==> src/rtl/button_mmio_port.sv <==
// Memory-mapped push-button and VGA output port for the processor data bus.
// Define BTN_PRESS_COUNT_EN to replace each sticky press flag with an 8-bit saturating press counter.
module button_mmio_port #(
    parameter logic [31:0] ADDR_BTNC = 32'd1000,
    parameter logic [31:0] ADDR_OUT  = 32'd2000,
    parameter logic [31:0] ADDR_BTNL = 32'd3000,
    parameter logic [31:0] ADDR_BTNR = 32'd4000,
    parameter logic [31:0] ADDR_BTNU = 32'd5000,
    parameter logic [31:0] ADDR_BTND = 32'd6000
) (
    input  logic        clock,
    input  logic        reset,
    input  logic [4:0]  btn_in,
    input  logic [31:0] address_dmem,
    input  logic        wren,
    input  logic [31:0] data,
    input  logic [31:0] q_ram,
    output logic [31:0] q_dmem,
    output logic [31:0] out_data,
    output logic        out_valid
);

    // Index 0 is D (btn_in LSB) up to index 4 for C (btn_in MSB).
    localparam logic [31:0] BTN_ADDR [5] = '{ADDR_BTND, ADDR_BTNU, ADDR_BTNR, ADDR_BTNL, ADDR_BTNC};

    logic [4:0]  sync1_q, sync1_d;
    logic [4:0]  sync2_q, sync2_d;
    logic [4:0]  prev_q, prev_d;
    logic [2:0]  warm_q, warm_d;
    logic        sel_btn_q, sel_btn_d;
    logic [7:0]  rd_val_q, rd_val_d;
    logic [31:0] out_data_q, out_data_d;
    logic        out_valid_q, out_valid_d;

    logic [4:0]  rise;
    logic [4:0]  rd_hit;
    logic        wr_out;

`ifdef BTN_PRESS_COUNT_EN
    logic [7:0]  cnt_q [5];
    logic [7:0]  cnt_d [5];
`else
    logic [4:0]  pend_q, pend_d;
`endif

    always_comb begin
        sync1_d = btn_in;
        sync2_d = sync1_q;
        prev_d  = sync2_q;
        warm_d  = {warm_q[1:0], 1'b1};
        // prev_q only holds a real sample once warm_q[2] is set; this keeps a
        // button held through reset release from looking like a fresh press.
        rise    = sync2_q & ~prev_q & {5{warm_q[2]}};
    end

    always_comb begin
        rd_hit = '0;
        for (int unsigned i = 0; i < 5; i++) begin
            rd_hit[i] = !wren && (address_dmem == BTN_ADDR[i]);
        end
        wr_out = wren && (address_dmem == ADDR_OUT);
    end

`ifdef BTN_PRESS_COUNT_EN
    always_comb begin
        rd_val_d = '0;
        for (int unsigned i = 0; i < 5; i++) begin
            cnt_d[i] = cnt_q[i];
            if (rd_hit[i]) begin
                rd_val_d = cnt_q[i];
                cnt_d[i] = rise[i] ? 8'd1 : 8'd0;
            end else if (rise[i] && cnt_q[i] != 8'hFF) begin
                cnt_d[i] = cnt_q[i] + 8'd1;
            end
        end
    end
`else
    always_comb begin
        rd_val_d = '0;
        pend_d   = pend_q;
        for (int unsigned i = 0; i < 5; i++) begin
            if (rd_hit[i]) begin
                rd_val_d  = {7'b0, pend_q[i]};
                pend_d[i] = 1'b0;
            end
            // A coincident edge wins over the clear, so the press is kept.
            if (rise[i]) begin
                pend_d[i] = 1'b1;
            end
        end
    end
`endif

    always_comb begin
        sel_btn_d   = |rd_hit;
        out_valid_d = wr_out;
        out_data_d  = wr_out ? data : out_data_q;
    end

    always_ff @(posedge clock or negedge reset) begin
        if (!reset) begin
            sync1_q     <= '0;
            sync2_q     <= '0;
            prev_q      <= '0;
            warm_q      <= '0;
            sel_btn_q   <= 1'b0;
            rd_val_q    <= '0;
            out_data_q  <= '0;
            out_valid_q <= 1'b0;
        end else begin
            sync1_q     <= sync1_d;
            sync2_q     <= sync2_d;
            prev_q      <= prev_d;
            warm_q      <= warm_d;
            sel_btn_q   <= sel_btn_d;
            rd_val_q    <= rd_val_d;
            out_data_q  <= out_data_d;
            out_valid_q <= out_valid_d;
        end
    end

`ifdef BTN_PRESS_COUNT_EN
    always_ff @(posedge clock or negedge reset) begin
        if (!reset) begin
            for (int unsigned i = 0; i < 5; i++) begin
                cnt_q[i] <= '0;
            end
        end else begin
            for (int unsigned i = 0; i < 5; i++) begin
                cnt_q[i] <= cnt_d[i];
            end
        end
    end
`else
    always_ff @(posedge clock or negedge reset) begin
        if (!reset) begin
            pend_q <= '0;
        end else begin
            pend_q <= pend_d;
        end
    end
`endif

    assign q_dmem    = sel_btn_q ? {24'b0, rd_val_q} : q_ram;
    assign out_data  = out_data_q;
    assign out_valid = out_valid_q;

endmodule
==> config.mk <==
export PLATFORM = sky130hd
export DESIGN_NAME = button_mmio_port
export DESIGN_NICKNAME = d
export VERILOG_FILES = /design/src/rtl/button_mmio_port.sv
export SDC_FILE = /design/constraint.sdc
export NUM_CORES = 1
export LEC_CHECK = 0
export ABC_AREA = 0
export CORE_ASPECT_RATIO = 0.7
export CORE_MARGIN = 3
export CORE_UTILIZATION = 33
export CTS_BUF_LIST = sky130_fd_sc_hd__clkbuf_8
export DETAILED_ROUTE_END_ITERATION = 16
export HOLD_SLACK_MARGIN = 0.06
export PLACE_DENSITY = 0.79
export SETUP_SLACK_MARGIN = 0.02
export SYNTH_ARGS = -nofsm -noshare
export SYNTH_HDL_FRONTEND = slang
export SYNTH_SLANG_ARGS = --single-unit
export TNS_END_PERCENT = 100
==> constraint.sdc <==
create_clock -name clock -period 0.9 [get_ports clock]
set_input_delay 0.225 -clock clock [delete_from_list [all_inputs] [get_ports clock]]
set_output_delay 0.225 -clock clock [all_outputs]
set_load 0.005 [all_outputs]
== Yosys cells after proc, flatten, opt, wreduce, memory -nomap -nowiden ==
Cells that the tools add are included.
Operators by class
  equality and inequality tests: 6
  mux-type cells: 16
  bitwise operators: 3
  reduce and logical (&&, ||, !) cells: 13
Operator list (count)
  32-bit by 12-bit equality test with 1-bit output, second input constant: 2
  32-bit by 13-bit equality test with 1-bit output, second input constant: 2
  32-bit by 10-bit equality test with 1-bit output, second input constant: 1
  32-bit by 11-bit equality test with 1-bit output, second input constant: 1
  32-bit 2-to-1 mux: 1
  8-bit 2-to-1 mux: 3
  1-bit 2-to-1 mux: 12
  5-bit bitwise AND: 2
  2-bit nonzero test: 5
  1-bit logical AND: 6
  5-bit NOT: 1
  5-bit OR reduction: 1
  1-bit logical NOT: 1
Word-level totals
  bits in registers: 65
  input port bits: 104
  output and inout port bits: 65
  word-level logic and storage cells: 51

== Longest topological paths before layout ==
Gate-level depths: netlist (run 1).
  depth in word-level cells: 7
  gate-level depth with buffers: 7
  mapped depth without buffers: 5

== Least setup slack after synthesis (run 1) ==
OpenSTA, ideal clock, no wires.
  kind: input-to-reg
  start point: input address_dmem[25]
  end point: register out_data_q[19] (netlist: out_data[19])
  setup time: 0.125 ns
  arrival: 2.069 ns
  required time: 0.775 ns
  slack: -1.294 ns
  stages: 7
  path buffers: 2
  cells stage by stage: nor4_1 -> nand4_1 -> or4_1 -> buf_2 -> nor4_4 -> buf_6 -> mux2_2
Between the ends
  longest elaborated chain between the ends: 2
Ends and longest elaborated chain
  start, declared: RTL line 14  | input logic [31:0] address_dmem,
  32-bit by 11-bit equality test with 1-bit output: RTL line 61  | wr_out = wren && (address_dmem == ADDR_OUT);
  1-bit logical AND: RTL line 61
  end signal, assigned: RTL line 117  | out_data_q <= out_data_d;
  end, declared: RTL line 32  | logic [31:0] out_data_q, out_data_d;
No other way between the ends.
A chain may end at the register's enable or synchronous reset.

== Final worst setup path (run 1) ==
  start point: input address_dmem[24]
  end point: register out_data_q[0] (netlist: out_data[0])
The elaborated chain is that of the path after synthesis.

==> results of run 1 <==
-- cell type report --
class	count	area [um2]
tap	94	118
clock buffer	10	138
sequential	58	1450
clock inverter	5	80.1
timing repair buffer	239	2150
inverter	3	11.3
fill	427	1540
multi-input combinational	123	1520
-- layer usage --
metal | vias up | global-route usage
li1 | 1170 | -
met5 | - | 0
met3 | 10 | 0.0707
met4 | 0 | 0.0498
met1 | 1253 | 0.251
met2 | 118 | 0.389
-- power groups by stage --
stage | sequential [mW] | combinational [mW] | clock (mW)
CTS | 2.66 | 0.930 | 2.65
floorplan | 2.71 | 0.183 | 0
finish | 2.67 | 0.947 | 2.60
global placement | 2.71 | 0.916 | 0
detailed placement | 2.71 | 0.933 | 0
global route | 2.67 | 1.01 | 2.79
-- cells in the final DEF, fill, tap and decap left out, types with 2 or more instances in the layout --
cell / instances
mux2_4: 33
and3b_1: 2
nor4b_4: 2
nand3b_1: 5
buf_12: 7
buf_2: 63
o21ai_2: 2
buf_8: 2
clkdlybuf4s15_2: 3
buf_6: 31
or4_4: 2
inv_1: 4
nor2b_1: 4
clkdlybuf4s50_1: 70
dlygate4sd2_1: 11
nor2b_4: 31
nand2_1: 6
nor4bb_1: 3
nand4b_1: 2
nor2_1: 4
clkdlybuf4s15_1: 5
bufinv_16: 2
buf_16: 3
nand4_1: 7
o31ai_4: 3
buf_4: 42
clkbuf_8: 10
nor4_4: 4
dfrtp_1: 57
nor4_2: 2
-- worst reg2reg max path: stages (launching register included) --
cell and delay, ns:
dfrtp_1 0.38, nand4_1 0.17, o31ai_4 0.30, o22ai_2 0.13, a211oi_2 0.20
-- what timing repair did --
action,4_1_cts,5_1_grt
hold buffers,1,0
cloned,6,1
pin swaps,16,9
setup buffers,34,16
hold endpoints to repair,58,0
endpoints found under the setup margin,105,105
resized for setup,406,44
-- Yosys cell counts --
cell	number
mux2_2	31
dfrtp_1	58
clkbuf_1	3
nor4_1	5
conb_1	1
o21ai_0	4
a211oi_1	1
mux2_1	2
nor2b_1	35
buf_6	3
or3_1	1
inv_1	3
nand2_1	6
nor4_4	1
o22ai_1	1
and3_1	1
nor2_1	5
nand4b_1	2
and3b_1	2
nor4bb_1	4
or4_1	2
a41oi_1	1
nand3b_1	5
nand4_1	7
buf_2	1
nor4b_1	2
o31ai_1	4
-- worst paths after layout --
check / endpoint / slack (ns) / cells after the start
max: out_data[0]$_DFFE_PN0P_ / -1.12 / 8
min: sync1_q[4]$_DFF_PN0_ / 0.33 / 1
max reg2reg: rd_val_q[0]$_DFF_PN0_ / -0.35 / 4
min reg2reg: prev_d[4]$_DFF_PN0_ / 0.35 / 0
max in group asynchronous: sel_btn_q$_DFF_PN0_ / 0.21 / 3
min in group asynchronous: sync1_q[2]$_DFF_PN0_ / 0.42 / 3
-- flip-flops by register name, summed over array words and instances (netlist names) --
name,cells
rd_val_q,1
warm_q,3
prev_d,5
sel_btn_q,1
pend_q,5
out_data,32
prev_q,5
out_valid,1
sync1_q,5
-- per-stage QoR --
stage	util	cells	cell area [um2]
floorplan	-	191	2820
global placement	0.674	470	4720
detailed placement	0.674	470	4720
CTS	0.771	526	5400
global route	0.780	532	5470
finish	0.780	532	5470
-- cells by family (layout without fill, tap and decap cells) --
group | count (synthesis) | count (layout) | share of synthesized area
flip-flops | 58 | 58 | 0.586
buffers and inverters | 10 | 257 | 0.0248
multiplexers | 33 | 33 | 0.150
other | 1 | 1 | 0.00152
AND/OR/NAND/NOR | 78 | 78 | 0.208
AO/OA/AOI/OAI | 11 | 11 | 0.0293
==> impl_metrics.env, run 1 <==
export IMPL_numCtsBuffers=9
export IMPL_port_buffers=168
export IMPL_peakVddDrop_uv=1080
export IMPL_crit_path_max_fanout=8
export IMPL_cpMostUsedCell="nor4_4"
export IMPL_rsz0062_at_grt="yes"
export IMPL_routed_wl_mm=9.43
export IMPL_antenna_cells=0
export IMPL_finalCriticalPeriod_ns=2.02
export IMPL_drv_cap=0
export IMPL_synth_area_leader_cell="dfrtp_1"
export IMPL_initial_core_util=0.353
export IMPL_internal_power_mw=4.92
export IMPL_dr_first_iter_drc_count=126
export IMPL_gp_congestion=0.860
export IMPL_ys_seq_area_frac=0.586
export IMPL_start_kind="input port"
export IMPL_cts_tree="yes"
export IMPL_place_ws_ns=-1.69
export IMPL_power_total_mw=6.21
export IMPL_whs_ns=0.331
export IMPL_fmaxAchievable_mhz=496
export IMPL_synth_seq_cells=58
export IMPL_antenna_left=0
export IMPL_hpwl_mm=5.79
export IMPL_wl_met3_um=805
export IMPL_grt_ovfl_total=0
export IMPL_fin_worst_skew_ns=0.00717
export IMPL_syn_num_nets=295
export IMPL_swShare=0.208
export IMPL_clk_latency_ns=0.33
export IMPL_cts_sinks=58
export IMPL_powerDensity_mw_per_mm2=1140
export IMPL_core_area_mm2=0.00701
export IMPL_leakage_nw=2.69
export IMPL_clk_pin_slew_ns=0.07
export IMPL_final_nets=538
export IMPL_htree_levels=3
export IMPL_pwr_share_comb=0.153
export IMPL_r2r_start="pend_q[1]$_DFFE_PN0P_"
export IMPL_critPathKind="input port to flip-flop"
export IMPL_post_drt_wl_per_cell_um=17.7
export IMPL_critPathRequiredTime_ns=1.12
export IMPL_ios=169
export IMPL_grt_pass1_wl_mm=14.2
export IMPL_dieArea_mm2=0.00859
export IMPL_setup_violations_final=105
export IMPL_critPathSlowestCell="or4_4"
export IMPL_drc=0
export IMPL_outcome="finished, violations left"
export IMPL_root_buffer="clkbuf_8"
export IMPL_endpoint_kind="flip-flop"
export IMPL_violations="negative setup slack"
export IMPL_clockBufferDepth=2
export IMPL_num_vias=2551
export IMPL_grt_max_degree=59
export IMPL_synthTopCellsByArea="dfrtp_1 (59%), mux2_2 (14%), nor2b_1 (8.8%)"
export IMPL_seqPwrFrac=0.429
export IMPL_synth_top_area_share=0.586
export IMPL_crit_chain="buf_2 > nor4_4 > nand4_1 > or4_4 > nor4_4 > buf_4 > clkbuf_16 > mux2_4"
export IMPL_via_per_inst=4.80
export IMPL_pwr_share_clk=0.418
export IMPL_finalCritPeriodShare=2.24
export IMPL_cp_num_buf_inv=3
export IMPL_row_count=25
export IMPL_area_delta_synth_final_pct=121
export IMPL_syn_area_mm2=0.00247
export IMPL_maxSlewViolCount=0
export IMPL_fp_dieW_um=110
export IMPL_grt_pass1_vias=2692
export IMPL_ys_warn_count=0
export IMPL_antenna_found_initial=0
export IMPL_critPathTopFamily="simple AND/OR/NAND/NOR gates"
export IMPL_track_usage=0.217
export IMPL_setup_worst_path_start="address_dmem[24]"
export IMPL_top_layer="met4"
export IMPL_hold_viol=0
export IMPL_syn_inst=191
export IMPL_drt_pass1_iterations=4
export IMPL_die_y_um=78.5
export IMPL_fin_tns_setup_ns=-64.03
export IMPL_critPathMaxStageDelay_ns=0.52
export IMPL_min_from="btn_in[4]"
export IMPL_wl_met2_mm=4.86
export IMPL_drive_above_1_share=0.578
export IMPL_crit_arrival_ns=2.23
export IMPL_synthDistinctLibCells=27
export IMPL_p_switching_mw=1.29
export IMPL_syn_avg_cell_area_um2=13.0
export IMPL_setup_slack_ns=-1.12
export IMPL_hold_path_class="input port to flip-flop"
export IMPL_wl_met1_mm=3.66
No activity file was read; power rests on OpenSTA's default activity.
==> run 2: changes to the inputs <==
--- a/config.mk
+++ b/config.mk
@@ -8,11 +8,12 @@
 export ABC_AREA = 0
 export CORE_ASPECT_RATIO = 0.7
 export CORE_MARGIN = 3
-export CORE_UTILIZATION = 33
-export CTS_BUF_LIST = sky130_fd_sc_hd__clkbuf_8
+export CORE_UTILIZATION = 32
+export CTS_BUF_LIST = sky130_fd_sc_hd__clkbuf_16
 export DETAILED_ROUTE_END_ITERATION = 16
+export GPL_TIMING_DRIVEN = 0
 export HOLD_SLACK_MARGIN = 0.06
-export PLACE_DENSITY = 0.79
+export PLACE_DENSITY = 0.77
 export SETUP_SLACK_MARGIN = 0.02
 export SYNTH_ARGS = -nofsm -noshare
 export SYNTH_HDL_FRONTEND = slang
==> run 2 against run 1 <==
  * The run ends with negative hold slack, negative setup slack left
  * Wire length up 0.84%
  * Hold slack worse by 0.49 ns
  * Flip-flop and latch count unchanged
  * Cell count up 2.8%
  * Critical path type unchanged
  * Largest power group is now clock
==> impl_metrics.env, run 2 (synthesized netlist as in run 1, its figures left out) <==
export IMPL_antenna_cells=0
export IMPL_start_kind="input port"
export IMPL_antenna_left=0
export IMPL_critPathKind="input port to flip-flop"
export IMPL_final_nets=548
export IMPL_area_delta_synth_final_pct=129
export IMPL_via_per_inst=4.77
export IMPL_numCtsBuffers=9
export IMPL_gp_congestion=0.857
export IMPL_postPlaceCellArea_mm2=0.00464
export IMPL_setup_violations_final=105
export IMPL_htree_levels=3
export IMPL_regArea_mm2=0.00145
export IMPL_grt_ovfl_total=0
export IMPL_final_cell_mix="clkdlybuf4s50_1 (71), buf_2 (60), dfrtp_1 (57), buf_6 (49), buf_4 (35)"
export IMPL_rsz0062_at_grt="yes"
export IMPL_ios=169
export IMPL_p_switching_mw=1.42
export IMPL_cts_tree="yes"
export IMPL_powerDensity_mw_per_mm2=1190
export IMPL_fp_dieW_um=111
export IMPL_num_vias=2610
export IMPL_pwr_share_clk=0.476
export IMPL_fin_tns_setup_ns=-60.91
export IMPL_internal_power_mw=5.35
export IMPL_die_y_um=79.6
export IMPL_drive_above_1_share=0.588
export IMPL_post_drt_wl_per_cell_um=17.4
export IMPL_crit_arrival_ns=2.02
export IMPL_fmaxAchievable_mhz=550
export IMPL_core_area_mm2=0.00742
export IMPL_drt_pass1_iterations=4
export IMPL_grt_pass1_vias=2696
export IMPL_dr_first_iter_drc_count=66
export IMPL_endpoint_kind="flip-flop"
export IMPL_clockBufferDepth=2
export IMPL_pwr_share_comb=0.130
export IMPL_rrSetupSlack_ns=-0.30
export IMPL_whs_ns=-0.158
export IMPL_nFillCells=472
export IMPL_dieArea_mm2=0.00884
export IMPL_peakVddDrop_uv=1040
export IMPL_initial_core_util=0.334
export IMPL_fin_util=0.765
export IMPL_critPathRequiredTime_ns=1.10
export IMPL_drc=0
export IMPL_port_buffers=168
export IMPL_setup_slack_ns=-0.919
export IMPL_cts_sinks=58
export IMPL_leakage_nw=2.80
export IMPL_drv_cap=0
export IMPL_row_count=26
export IMPL_antenna_found_initial=0
export IMPL_finalCriticalPeriod_ns=1.82
export IMPL_violations="negative hold slack, negative setup slack"
export IMPL_largest_reg_flops=32
export IMPL_grt_pass1_wl_mm=14.4
export IMPL_routed_wl_mm=9.51
export IMPL_fin_worst_skew_ns=0.00271
export IMPL_crit_path_max_fanout=7
export IMPL_maxSlewViolCount=0
export IMPL_hold_path_class="input port to async pin"
export IMPL_mostFrequentLayoutCell="clkdlybuf4s50_1"
export IMPL_grt_max_degree=42
export IMPL_hold_viol=17
export IMPL_seqPwrFrac=0.394
export IMPL_root_buffer="clkbuf_16"
export IMPL_multi_input_area_mm2=0.00152
export IMPL_outcome="finished, violations left"
export IMPL_finalCritPeriodShare=2.02
export IMPL_swShare=0.210
export IMPL_hpwl_mm=5.74
export IMPL_clk_latency_ns=0.31
export IMPL_track_usage=0.208
export IMPL_clk_pin_slew_ns=0.05
export IMPL_final_area_mm2=0.00567
run 2: cell types whose count changed in the layout (fill, tap and decap cells not counted), sizes merged:
cell	previous run	this run
dlygate4sd2	11	7
buf	148	155
clkinvlp	1	2
clkbuf	11	16
bufinv	2	1
clkdlybuf4s50	70	71
dlygate4sd3	1	0
dlymetal6s2s	0	1
clkinv	1	3
run 2: final timing paths:
check | startpoint | end | cells past startpoint
min in group clock | address_dmem[6] | out_valid$_DFF_PN0_ | 3
min | reset | out_data[31]$_DFFE_PN0P_ | 1
max in group asynchronous | reset | pend_q[1]$_DFFE_PN0P_ | 2
max | address_dmem[28] | out_data[19]$_DFFE_PN0P_ | 6
max reg2reg | pend_q[1]$_DFFE_PN0P_ | rd_val_q[0]$_DFF_PN0_ | 4
min reg2reg | sync1_q[4]$_DFF_PN0_ | prev_d[4]$_DFF_PN0_ | 0
run 2: routing by layer:
| layer | wire [um] | vias to the layer above | share of wire | global-route usage |
|---|---|---|---|---|
| met2 | 4800 | 117 | 0.50 | 0.363 |
| met1 | 3850 | 1280 | 0.40 | 0.254 |
| met3 | 579 | 22 | 0.061 | 0.0621 |
| met4 | 280 | 0 | 0.029 | 0.0571 |
| met5 | 0 | - | 0 | 0 |
| li1 | - | 1191 | - | - |
run 2: per-stage QoR:
step | instances | power [mW] | setup slack [ns]
after floorplan | 191 | 2.89 | -1.22
after global placement | 457 | 3.57 | -2.39
after detailed placement | 458 | 3.60 | -1.90
after CTS | 534 | 6.80 | -1.10
after global routing | 547 | 7.05 | -0.980
final | 547 | 6.77 | -0.919
run 2: worst max-delay path, stage by stage:
cell	delay (ns)
clkdlybuf4s50_1	0.40
or4_4	0.56
nor4_4	0.16
buf_6	0.21
clkbuf_16	0.17
mux2_4	0.29
run 2: timing repair:
action / CTS / global route
cloned: 5 / 1
pin swaps: 17 / 13
resized for setup: 431 / 43
buffers inserted: 56 / 25
endpoints found under the hold margin: 17 / 17
setup endpoints to repair: 105 / 105
run 2: power groups by stage:
stage | clock, mW | sequential, mW | combinational [mW]
after global routing | 3.44 | 2.67 | 0.939
after detailed placement | 0 | 2.71 | 0.888
after floorplan | 0 | 2.71 | 0.183
after global placement | 0 | 2.71 | 0.862
final | 3.22 | 2.67 | 0.882
after CTS | 3.29 | 2.67 | 0.836
run 2: area by class of cell:
| type | instances | share of cell area |
|---|---|---|
| clock buffers | 9 | 0.0397 |
| well taps | 98 | 0.0216 |
| plain buffers | 4 | 0.0132 |
| multi-input cells | 123 | 0.267 |
| clock inverters | 7 | 0.0108 |
| flip-flops and latches | 58 | 0.256 |
| repair buffers | 245 | 0.389 |
| inverters | 3 | 0.00199 |
==> run 3: changes to the inputs <==
--- a/config.mk
+++ b/config.mk
@@ -15,6 +15,7 @@
 export HOLD_SLACK_MARGIN = 0.06
 export PLACE_DENSITY = 0.77
 export SETUP_SLACK_MARGIN = 0.02
+export SKIP_LAST_GASP = 1
 export SYNTH_ARGS = -nofsm -noshare
 export SYNTH_HDL_FRONTEND = slang
 export SYNTH_SLANG_ARGS = --single-unit
==> run 3 against run 2 <==
  * The flow still finishes with violations (negative hold slack, negative setup slack)
  * Core utilization increased by 0.084 points
  * Maximum frequency is essentially flat
  * Global-route usage decreased by 0.20 points
  * Sequential share of layout area is essentially flat
  * Hold slack improved by 0.011 ns
  * Critical path depth unchanged
  * Count of clock-buffer cells in the layout did not move
  * Flip-flop and latch count stayed put
  * Clock skew about the same
  * Critical path type unchanged
  * Highest routed layer unchanged
==> impl_metrics.env, run 3 (synthesized netlist as in run 1, its figures left out) <==
export IMPL_peakVddDrop_uv=1040
export IMPL_finalCriticalPeriod_ns=1.82
export IMPL_violations="negative hold slack, negative setup slack"
export IMPL_via_per_inst=4.74
export IMPL_critPathRequiredTime_ns=1.10
export IMPL_hold_viol=17
export IMPL_largest_reg_flops=32
export IMPL_endpoint_kind="flip-flop"
export IMPL_num_vias=2594
export IMPL_numCtsBuffers=9
export IMPL_critPathSlowestCell="or4_4"
export IMPL_row_count=26
export IMPL_fmaxAchievable_mhz=550
export IMPL_crit_path_max_fanout=7
export IMPL_dieArea_mm2=0.00884
export IMPL_powerDensity_mw_per_mm2=1190
export IMPL_die_y_um=79.6
export IMPL_track_usage=0.206
export IMPL_cts_sinks=58
export IMPL_start_kind="input port"
export IMPL_antenna_found_initial=0
export IMPL_drive_above_1_share=0.588
export IMPL_rsz0062_at_grt="yes"
export IMPL_dr_first_iter_drc_count=88
export IMPL_cts_tree="yes"
export IMPL_place_ws_ns=-1.90
export IMPL_grt_pass1_wl_mm=14.3
export IMPL_antenna_cells=0
export IMPL_fin_worst_skew_ns=0.00280
export IMPL_root_buffer="clkbuf_16"
export IMPL_critPathMaxStageDelay_ns=0.56
export IMPL_multi_input_area_mm2=0.00152
export IMPL_setup_violations_final=105
export IMPL_area_delta_synth_final_pct=129
export IMPL_crit_arrival_ns=2.02
export IMPL_grt_max_degree=42
export IMPL_regArea_mm2=0.00145
export IMPL_setup_slack_ns=-0.919
export IMPL_grt_pass1_vias=2710
export IMPL_post_drt_wl_per_cell_um=17.3
export IMPL_gp_congestion=0.857
export IMPL_drt_pass1_iterations=4
export IMPL_whs_ns=-0.147
export IMPL_leakage_nw=2.81
export IMPL_mostFrequentLayoutCell="clkdlybuf4s50_1"
export IMPL_routed_wl_mm=9.46
export IMPL_hpwl_mm=5.74
export IMPL_clk_latency_ns=0.32
export IMPL_initial_core_util=0.334
export IMPL_ios=169
export IMPL_clockBufferDepth=2
export IMPL_fp_dieW_um=111
export IMPL_port_buffers=168
export IMPL_finalCritPeriodShare=2.02
export IMPL_critPathKind="input port to flip-flop"
export IMPL_htree_levels=3
export IMPL_nFillCells=476
export IMPL_clk_pin_slew_ns=0.05
export IMPL_hold_path_class="input port to async pin"
export IMPL_drv_cap=0
export IMPL_maxSlewViolCount=0
export IMPL_antenna_left=0
export IMPL_final_cell_mix="clkdlybuf4s50_1 (71), buf_2 (62), dfrtp_1 (57), buf_6 (46), buf_4 (35)"
export IMPL_final_nets=548
export IMPL_drc=0
export IMPL_grt_ovfl_total=0
export IMPL_outcome="finished, violations left"
export IMPL_core_area_mm2=0.00742
export IMPL_crit_chain="clkdlybuf4s50_1 > or4_4 > nor4_4 > buf_6 > clkbuf_16 > mux2_4"
-- run 3: worst max-delay path, delay by kind of cell --
family        cells  cell delay (ns)
mux               1             0.29
buf+inv           3             0.78
simple gates      2             0.72
-- run 3: metal layers --
metal	GRT usage	vias to the layer above	part of all wire
met3	0.0621	19	0.060
met4	0.0632	0	0.024
met2	0.354	126	0.51
li1	-	1185	-
met5	0	-	0
met1	0.253	1264	0.41
-- run 3: cell type report --
| cell class | instances | area share |
|---|---|---|
| well taps | 98 | 0.0216 |
| inverters | 3 | 0.00198 |
| clock inverters | 7 | 0.0108 |
| flip-flops and latches | 58 | 0.256 |
| clock buffers | 9 | 0.0397 |
| repair buffers | 244 | 0.385 |
| plain buffers | 5 | 0.0176 |
| multi-input cells | 123 | 0.268 |
-- run 3: final timing paths --
check,startpoint,end,slack (ns),depth (start not counted)
worst min register to register,sync1_q[4]$_DFF_PN0_,prev_d[4]$_DFF_PN0_,0.35,0
worst max-delay path,address_dmem[28],out_data[23]$_DFFE_PN0P_,-0.92,6
max in group asynchronous,reset,pend_q[1]$_DFFE_PN0P_,0.48,2
worst max register to register,pend_q[1]$_DFFE_PN0P_,rd_val_q[0]$_DFF_PN0_,-0.29,4
min in group clock,address_dmem[6],out_valid$_DFF_PN0_,0.29,3
worst min-delay path,reset,out_data[31]$_DFFE_PN0P_,-0.15,1
-- run 3: metrics by stage --
step                utilization  area (um2)  power [mW]  TNS [ns]  cells
CTS                       0.739        5480        6.80    -68.10    534
finish                    0.766        5680        6.77    -60.64    547
floorplan                     -        2820        2.89    -45.65    191
global placement          0.623        4620        3.57   -220.79    457
detailed placement        0.625        4640        3.60    -94.76    458
global route              0.766        5680        7.04    -65.79    547
-- run 3: where the power goes --
part	switching, mW	total, mW	leakage [nW]	internal [mW]
sequential	0.0149	2.67	0.741	2.65
clock	1.13	3.23	0.138	2.10
combinational	0.283	0.874	1.93	0.591
total	1.43	6.77	2.81	5.35
-- run 3: repair_timing --
action | 4_1_cts | 5_1_grt
cloned | 5 | 1
buffers inserted | 56 | 24
setup endpoints to repair | 105 | 105
hold endpoints to repair | 17 | 17
pin swaps | 17 | 13
gates resized for setup | 413 | 59
